`config.mk`:
```
export PLATFORM = sky130hd
export DESIGN_NAME = sigma_chien_search
export DESIGN_NICKNAME = d
export VERILOG_FILES = /design/src/rtl/sigma_chien_search.sv
export SDC_FILE = /design/constraint.sdc
export NUM_CORES = 1
export LEC_CHECK = 0
export BUFFER_PORTS_ARGS = -buffer_cell sky130_fd_sc_hd__clkbuf_2
export CAP_MARGIN = 25
export CORE_ASPECT_RATIO = 0.6
export CORE_UTILIZATION = 55
export DETAILED_ROUTE_END_ITERATION = 6
export PLACE_DENSITY = 0.78
export SYNTH_ARGS = -nofsm -noshare
export SYNTH_HDL_FRONTEND = slang
export SYNTH_SLANG_ARGS = --single-unit
```
`constraint.sdc`:
```
create_clock -name clock -period 3.6 [get_ports clock]
set_clock_uncertainty 0.1 [all_clocks]
set_input_delay 0.54 -clock clock [delete_from_list [all_inputs] [get_ports clock]]
set_output_delay 0.54 -clock clock [all_outputs]
set_load 0.03 [all_outputs]
```
`src/rtl/sigma_chien_search.sv`:
```
// Chien search over a Berlekamp-Massey error-locator polynomial in GF(2^8). It evaluates all 255 codeword positions.
// Latency: reads T+1 coefficients, then evaluates one position per cycle. done arrives 266 cycles after start (T=8).
// Backpressure: none. start is accepted only in IDLE, and each loc_valid pulse must be consumed when it appears.
// Ports: clock/reset; start, sigma_base, deg in; rdaddress/rden/q to the sigma buffer;
//        busy, loc_valid/loc_pos/loc_err per position, done/err_count/fail per block.
module sigma_chien_search #(
    parameter int T = 8
) (
    input  logic       clock,
    input  logic       reset,
    input  logic       start,
    input  logic [7:0] sigma_base,
    input  logic [3:0] deg,
    output logic [7:0] rdaddress,
    output logic       rden,
    input  logic [7:0] q,
    output logic       busy,
    output logic       loc_valid,
    output logic [7:0] loc_pos,
    output logic       loc_err,
    output logic       done,
    output logic [3:0] err_count,
    output logic       fail
);

    typedef enum logic [2:0] {S_IDLE, S_LOAD, S_WAIT, S_SEARCH, S_FINISH} state_t;

    state_t          state_q, state_d;
    logic [7:0]      cnt_q, cnt_d;
    logic [7:0]      base_q, base_d;
    logic [3:0]      deg_q, deg_d;
    logic [T:0][7:0] r_q, r_d;
    logic [3:0]      root_cnt_q, root_cnt_d;
    logic [3:0]      err_count_q, err_count_d;
    logic            fail_q, fail_d;
    logic [7:0]      loc_pos_q, loc_pos_d;

    logic [7:0]      eval_sum;
    logic            root_hit;
    logic [7:0]      search_pos;
    logic [3:0]      root_cnt_inc;

    // Multiply by alpha modulo x^8+x^4+x^3+x^2+1.
    function automatic logic [7:0] xtime(input logic [7:0] a);
        return {a[6:0], 1'b0} ^ (a[7] ? 8'h1D : 8'h00);
    endfunction

    // Multiply by alpha^n. n is a constant per coefficient, so this reduces to a fixed XOR network.
    function automatic logic [7:0] mul_apow(input logic [7:0] a, input int n);
        logic [7:0] v;
        v = a;
        for (int i = 0; i < T; i++) begin
            if (i < n) v = xtime(v);
        end
        return v;
    endfunction

    // At step k the registers hold sigma_j * alpha^(j*k), so their XOR is sigma(alpha^k).
    always_comb begin
        eval_sum = 8'h00;
        for (int j = 0; j <= T; j++) eval_sum = eval_sum ^ r_q[j];
    end

    assign root_hit     = (eval_sum == 8'h00);
    // A root at alpha^k marks the error location alpha^-k, which is position (255-k) mod 255.
    assign search_pos   = (cnt_q == 8'd0) ? 8'd0 : 8'd255 - cnt_q;
    assign root_cnt_inc = (root_cnt_q == 4'hF) ? root_cnt_q : root_cnt_q + 4'd1;

    always_ff @(posedge clock) begin
        if (reset) begin
            state_q     <= S_IDLE;
            cnt_q       <= '0;
            base_q      <= '0;
            deg_q       <= '0;
            r_q         <= '0;
            root_cnt_q  <= '0;
            err_count_q <= '0;
            fail_q      <= 1'b0;
            loc_pos_q   <= '0;
        end else begin
            state_q     <= state_d;
            cnt_q       <= cnt_d;
            base_q      <= base_d;
            deg_q       <= deg_d;
            r_q         <= r_d;
            root_cnt_q  <= root_cnt_d;
            err_count_q <= err_count_d;
            fail_q      <= fail_d;
            loc_pos_q   <= loc_pos_d;
        end
    end

    // Next-state logic
    always_comb begin
        state_d = state_q;
        case (state_q)
            S_IDLE:   if (start) state_d = S_LOAD;
            S_LOAD:   if (cnt_q == 8'(T)) state_d = S_WAIT;
            S_WAIT:   state_d = S_SEARCH;
            S_SEARCH: if (cnt_q == 8'd254) state_d = S_FINISH;
            S_FINISH: state_d = S_IDLE;
            default:  state_d = S_IDLE;
        endcase
    end

    // Datapath next values
    always_comb begin
        cnt_d       = cnt_q;
        base_d      = base_q;
        deg_d       = deg_q;
        r_d         = r_q;
        root_cnt_d  = root_cnt_q;
        err_count_d = err_count_q;
        fail_d      = fail_q;
        loc_pos_d   = loc_pos_q;
        case (state_q)
            S_IDLE: begin
                if (start) begin
                    base_d     = sigma_base;
                    deg_d      = deg;
                    cnt_d      = 8'd0;
                    root_cnt_d = 4'd0;
                end
            end
            S_LOAD: begin
                cnt_d = (cnt_q == 8'(T)) ? 8'd0 : cnt_q + 8'd1;
                // q answers the read issued on the previous cycle, so it belongs to coefficient cnt-1.
                for (int j = 0; j < T; j++) begin
                    if (cnt_q == 8'(j + 1)) r_d[j] = (4'(j) <= deg_q) ? q : 8'h00;
                end
            end
            S_WAIT: begin
                r_d[T] = (4'(T) <= deg_q) ? q : 8'h00;
            end
            S_SEARCH: begin
                cnt_d     = cnt_q + 8'd1;
                loc_pos_d = search_pos;
                for (int j = 0; j <= T; j++) r_d[j] = mul_apow(r_q[j], j);
                if (root_hit) root_cnt_d = root_cnt_inc;
                // Publish the results on the last step so they are valid during the done cycle.
                if (cnt_q == 8'd254) begin
                    err_count_d = root_cnt_d;
                    fail_d      = (deg_q > 4'(T)) || (r_q[0] == 8'h00) || (root_cnt_d != deg_q);
                end
            end
            default: ;
        endcase
    end

    // Outputs
    always_comb begin
        busy      = 1'b0;
        rden      = 1'b0;
        rdaddress = 8'h00;
        loc_valid = 1'b0;
        loc_err   = 1'b0;
        done      = 1'b0;
        loc_pos   = loc_pos_q;
        case (state_q)
            S_LOAD: begin
                busy      = 1'b1;
                rden      = 1'b1;
                rdaddress = base_q + cnt_q;
            end
            S_WAIT: busy = 1'b1;
            S_SEARCH: begin
                busy      = 1'b1;
                loc_valid = 1'b1;
                loc_err   = root_hit;
                loc_pos   = search_pos;
            end
            S_FINISH: done = 1'b1;
            default: ;
        endcase
    end

    assign err_count = err_count_q;
    assign fail      = fail_q;

endmodule

```
==> results_dict.tcl, run 1 <==
set metrics [dict create \
    multi_input_area_mm2 0.00418 \
    min_path_type "primary input to register" \
    grt_pass1_wl_mm 31.2 \
    irDropWorstVdd_mv 0.240 \
    synth_commonest_cells "dfxtp_1, nor2_1, nand2_1" \
    grt.busiest_layer "met1" \
    ys_warn_count 0 \
    reg2reg_from "r_q[39]$_SDFFE_PP0P_" \
    finalSetupViolCount 0 \
    power.total_mw 2.55 \
    core_area_mm2 0.0116 \
    synth_most_common_cell "dfxtp_1" \
    cts_hold_buf 0 \
    cts_tree "built" \
    grt_util_met1 0.485 \
    period_needed_ps 3320 \
    die_area_mm2 0.0127 \
    fmax_ghz 0.301 \
    nFillCells 977 \
    synth_top_family_by_area "XOR/XNOR gates" \
    min_period_over_period 0.924 \
    cts_resized 0 \
    grt_util_met3 0.101 \
    root_buffer "clkbuf_16" \
    synth_compound_area_frac 0.171 \
    status "finished clean" \
    portBuffers 48 \
    drc 0 \
    synth_area_leaders "dfxtp_1, xnor2_1, xor2_1, nor2_1, nand2_1" \
    initial_utilization 0.580 \
    synth_top_flop_cell "dfxtp_1" \
    synth-simple-area-share 0.190 \
    tightest_slew_ps 848 \
    die_w_um 145 \
    ys_types 56 \
    synthMuxAreaShare 0.0167 \
    p_leak_nw 2.91 \
    num_rows 30 \
    grt_max_degree 77 \
    synth_cells 823 \
    cts_buffer_depth 2 \
    startpoint "r_q[39]$_SDFFE_PP0P_" \
    cts.sinks 112 \
    register_area_mm2 0.00224 \
    wire_per_inst_um 20.0 \
    antenna_found_initial 0 \
    final_nets 864 \
    gp_congestion 0.981 \
    drive_above_1_share 0.101 \
    syn_area_per_cell_um2 8.18 \
    cp-end-kind "output port" \
    overflow 0 \
    via_per_inst 6.16 \
    dpl.hpwl_mm 14.5 \
    synthXorXnorAreaFrac 0.218 \
    async_reset_ff_frac 0 \
    io_pins 49 \
    rsz0062_at_grt "false" \
    dieHeight_um 87.7 \
    max-slew-margin-rel 0.435 \
    hold_start "deg[0]" \
    track_usage 0.330 \
    cap_violations 0 \
    synth_edf_count 0 \
    synth_area_leader_cell "dfxtp_1" \
    area_delta_synth_final_pct 8.59 \
    worstSetupPathType "register to output port" \
    ys_ff_latch 112 \
    post_cts_buffers 0 \
    synth_fa_ha_area_frac 0.0253 \
    antenna_left 0 \
    finalWirelength_mm 19.9 \
    num_antenna_cells 0 \
    grt_pass1_vias 5669 \
    start_kind "register" \
    setup_tns_ps 0 \
    slew_violations 0 \
    worst_ep_required_time_ps 2960 \
    ys_seq_area_frac 0.333 \
    vias 6117 \
    h-tree-depth 3 \
    timing.final.hold_violations 0 \
    power_density_mw_per_mm2 349 \
    grt_util_met2 0.465 \
    synth_top_area_frac 0.333 \
    dr.first_iter.drc_count 747 \
    syn_nets 859 \
    numCtsBuffers 9 \
    path_clk_slew_ps 70 \
    syn_area_mm2 0.00673 \
    first_pass_iters 5 \
    clk_latency_ps 350 \
    crit_fanout 6 \
    arrival_ps 2680 \
]
==> path summary, 6_finish.rpt <==
path                                  to  slack (ps)  cells past startpoint
hold / removal     deg_q[0]$_SDFFE_PP0P_         300                      3
hold reg to reg   base_q[0]$_SDFFE_PP0P_         370                      2
setup reg to reg       fail$_SDFFE_PP0P_         550                      8
setup / recovery                 loc_err         280                      6
==> metal layers <==
layer	up-vias	share of wire
li1	2850	-
met1	2915	0.46
met2	328	0.41
met3	24	0.12
met4	0	0.013
met5	-	0
==> area by class of cell <==
cell class / count / share of cell area
repair buffers: 59 / 0.0459
clock inverters: 4 / 0.00736
flip-flops and latches: 112 / 0.307
clock buffers: 12 / 0.0337
inverters: 13 / 0.00667
well taps: 160 / 0.0274
multi-input cells: 633 / 0.572
==> cells in the final DEF (no fill, tap or decap), types with 17 or more instances in the layout <==
| master | synthesis | layout |
|---|---|---|
| a211oi_1 | 29 | 29 |
| xor2_1 | 54 | 54 |
| nand2_1 | 96 | 96 |
| dfxtp_1 | 112 | 112 |
| clkbuf_2 | 1 | 47 |
| nor3_1 | 25 | 25 |
| a21oi_1 | 56 | 56 |
| a22oi_1 | 18 | 18 |
| xnor2_1 | 89 | 89 |
| o21ai_0 | 17 | 17 |
| nor2_1 | 101 | 101 |
==> power by group <==
group	leakage [nW]	internal, mW	switching, mW	total (mW)
Clock	0.139	0.561	0.464	1.03
Combinational	1.87	0.0806	0.163	0.244
Sequential	0.904	1.25	0.0286	1.28
Total	2.91	1.89	0.655	2.55
==> registers in the layout (all words and copies together) (netlist names) <==
signal / flops
r_q: 72
base_q: 8
cnt_q: 8
loc_pos_q: 8
deg_q: 4
err_count: 4
root_cnt_q: 4
state_q: 3
fail: 1
==> metrics by stage <==
stage | std cells | hold WS (ps) | worst slack (ps) | cell area [µm²] | util
2_1_floorplan | 823 | 340 | 865 | 6730 | -
3_3_place_gp | 977 | 355 | 721 | 7010 | 0.604
3_5_place_dp | 977 | 357 | 635 | 7010 | 0.604
4_1_cts | 993 | 294 | 348 | 7310 | 0.630
5_1_grt | 993 | 317 | 188 | 7310 | 0.630
6_report | 993 | 301 | 275 | 7310 | 0.630
==> cell families (layout without fill, tap and decap cells) <==
kind of cell | Yosys count | after routing
buf+inv | 78 | 88
flops | 112 | 112
compound gates | 172 | 172
simple gates | 284 | 284
mux | 11 | 11
fa+ha+maj | 13 | 13
xor+xnor | 153 | 153
==> critical path, cell delays in order (launching register included) <==
cell and delay (ps):
dfxtp_1 490, xor2_1 320, xnor3_1 480, xnor2_1 190, nand4_2 250, nor3_1 340
clkbuf_2 270
Power figures use the tool's default switching activity.
==> run 2, diff against run 1 <==
--- a/config.mk
+++ b/config.mk
@@ -11,6 +11,7 @@
 export CORE_UTILIZATION = 55
 export DETAILED_ROUTE_END_ITERATION = 6
 export PLACE_DENSITY = 0.78
+export RECOVER_POWER = 25
 export SYNTH_ARGS = -nofsm -noshare
 export SYNTH_HDL_FRONTEND = slang
 export SYNTH_SLANG_ARGS = --single-unit
==> run 2 against run 1 <==
Count of clock-buffer cells in the layout did not move. Worst hold slack got worse by 0.77 ps. First-iteration DRC count fell by 3.7%. Combinational power barely moved. Non-clock buffer count did not move. Critical endpoint unchanged. Largest cell class unchanged. Largest power group unchanged.
==> results_dict.tcl, run 2 (synthesis results as in run 1) <==
set metrics [dict create \
    irDropWorstVdd_mv 0.241 \
    die_area_mm2 0.0127 \
    finalSetupViolCount 0 \
    crit_buf_inv 1 \
    rr_worst_depth 8 \
    largest-register "r_q" \
    drive_above_1_share 0.0876 \
    root_buffer "clkbuf_16" \
    numCtsBuffers 9 \
    initial_utilization 0.580 \
    vias 6196 \
    core_area_mm2 0.0116 \
    grt_util_met2 0.465 \
    cts.sinks 112 \
    antenna_found_initial 0 \
    num_rows 30 \
    layout_commonest_cell "dfxtp_1" \
    num_antenna_cells 0 \
    status "finished clean" \
    dieHeight_um 87.7 \
    min_period_over_period 0.926 \
    grt_max_degree 77 \
    io_pins 49 \
    crit_fanout 6 \
    cp-end-kind "output port" \
    cap_violations 0 \
    max-slew-margin-rel 0.258 \
    pre_cts_ws_ps 635 \
    critical_path.max_stage_delay_ps 490 \
    hold_start "deg[0]" \
    worstHoldPathCells 3 \
    crit_chain "xor2_1, xnor3_1, xnor2_1, nand4_2, nor3_1, clkbuf_2" \
    rsz0062_at_grt "false" \
    h-tree-depth 3 \
    path_clk_slew_ps 70 \
    min_path_type "primary input to register" \
    post_cts_buffers 0 \
    grt_pass1_wl_mm 31.2 \
    layout.cells.most_common_list "dfxtp_1, nor2_1, nand2_1" \
    whs_ps 300 \
    via_per_inst 6.24 \
    cts_buffer_depth 2 \
    track_usage 0.330 \
    tightest_slew_ps 1100 \
    reg2reg_from "r_q[39]$_SDFFE_PP0P_" \
    cts_tree "built" \
    final_nets 864 \
    first_pass_iters 5 \
    wire_per_inst_um 20.0 \
    worst_ep_required_time_ps 2960 \
    gp_congestion 0.981 \
    grt_pass1_vias 5669 \
    start_kind "register" \
    period_needed_ps 3330 \
    drc 0 \
    clk_latency_ps 350 \
    fin_util 0.628 \
    hold-path-endpoint "deg_q[0]$_SDFFE_PP0P_" \
    portBuffers 48 \
    dpl.hpwl_mm 14.5 \
    finalWirelength_mm 19.8 \
    overflow 0 \
    power_density_mw_per_mm2 350 \
    setup_ws_ps 266 \
    grt.busiest_layer "met1" \
    slew_violations 0 \
    dr.first_iter.drc_count 719 \
    r2r_setup_slack_ps 540 \
    grt_util_met1 0.485 \
    largest_reg_flops 72 \
    timing.final.hold_violations 0 \
    cp_top_family "XOR/XNOR gates" \
    die_w_um 145 \
    p_leak_nw 2.88 \
    timing.rr.end "fail$_SDFFE_PP0P_" \
    slowest_stage "dfxtp_1" \
    worstSetupPathType "register to output port" \
    fmax_ghz 0.300 \
    area_delta_synth_final_pct 8.25 \
    antenna_left 0 \
    arrival_ps 2690 \
    cts_resized 0 \
    grt_util_met3 0.101 \
    setup_tns_ps 0 \
    cts_hold_buf 0 \
]
## run 2: routing by layer
| layer | share of wire | up-vias |
|---|---|---|
| met1 | 0.46 | 2977 |
| met5 | 0 | - |
| met4 | 0.014 | 0 |
| li1 | - | 2844 |
| met2 | 0.40 | 347 |
| met3 | 0.12 | 28 |
## run 2: metrics by stage
| stage | std cells | instance area, µm² | power [mW] |
|---|---|---|---|
| after detailed placement | 977 | 7010 | 1.54 |
| after CTS | 993 | 7310 | 2.55 |
| final | 993 | 7290 | 2.55 |
| after floorplan | 823 | 6730 | 1.46 |
| after global routing | 993 | 7290 | 2.62 |
| after global placement | 977 | 7010 | 1.53 |
## run 2: area by class of cell
class                      instances  area, µm²
fill                             983       4310
multi-input combinational        633       4180
sequential                       112       2240
timing repair buffer              59        319
clock buffer                      12        246
tap                              160        200
clock inverter                     4       53.8
inverter                          13       48.8
## run 2: tightest hold or removal path, stage by stage
cell	delay, ps
clkbuf_2	80
nand2_1	40
a21oi_1	50
## run 2: power breakdown
group | total [mW] | internal [mW] | switching [mW] | leakage (nW)
logic | 0.241 | 0.0787 | 0.163 | 1.84
clock network | 1.03 | 0.561 | 0.467 | 0.139
registers | 1.28 | 1.25 | 0.0284 | 0.904
## run 2: worst max-delay path by stage
stage	depth (start not counted)	startpoint	endpoint	slack (ps)
after CTS	6	r_q[39]$_SDFFE_PP0P_	loc_err	350
final	6	r_q[39]$_SDFFE_PP0P_	loc_err	270
after global placement	8	r_q[39]$_SDFFE_PP0P_	root_cnt_q[3]$_SDFFE_PP0P_	720
after floorplan	6	r_q[39]$_SDFFE_PP0P_	loc_err	860
after detailed placement	8	r_q[39]$_SDFFE_PP0P_	fail$_SDFFE_PP0P_	630
after global routing	10	cnt_q[0]$_SDFFE_PP0P_	rdaddress[6]	190
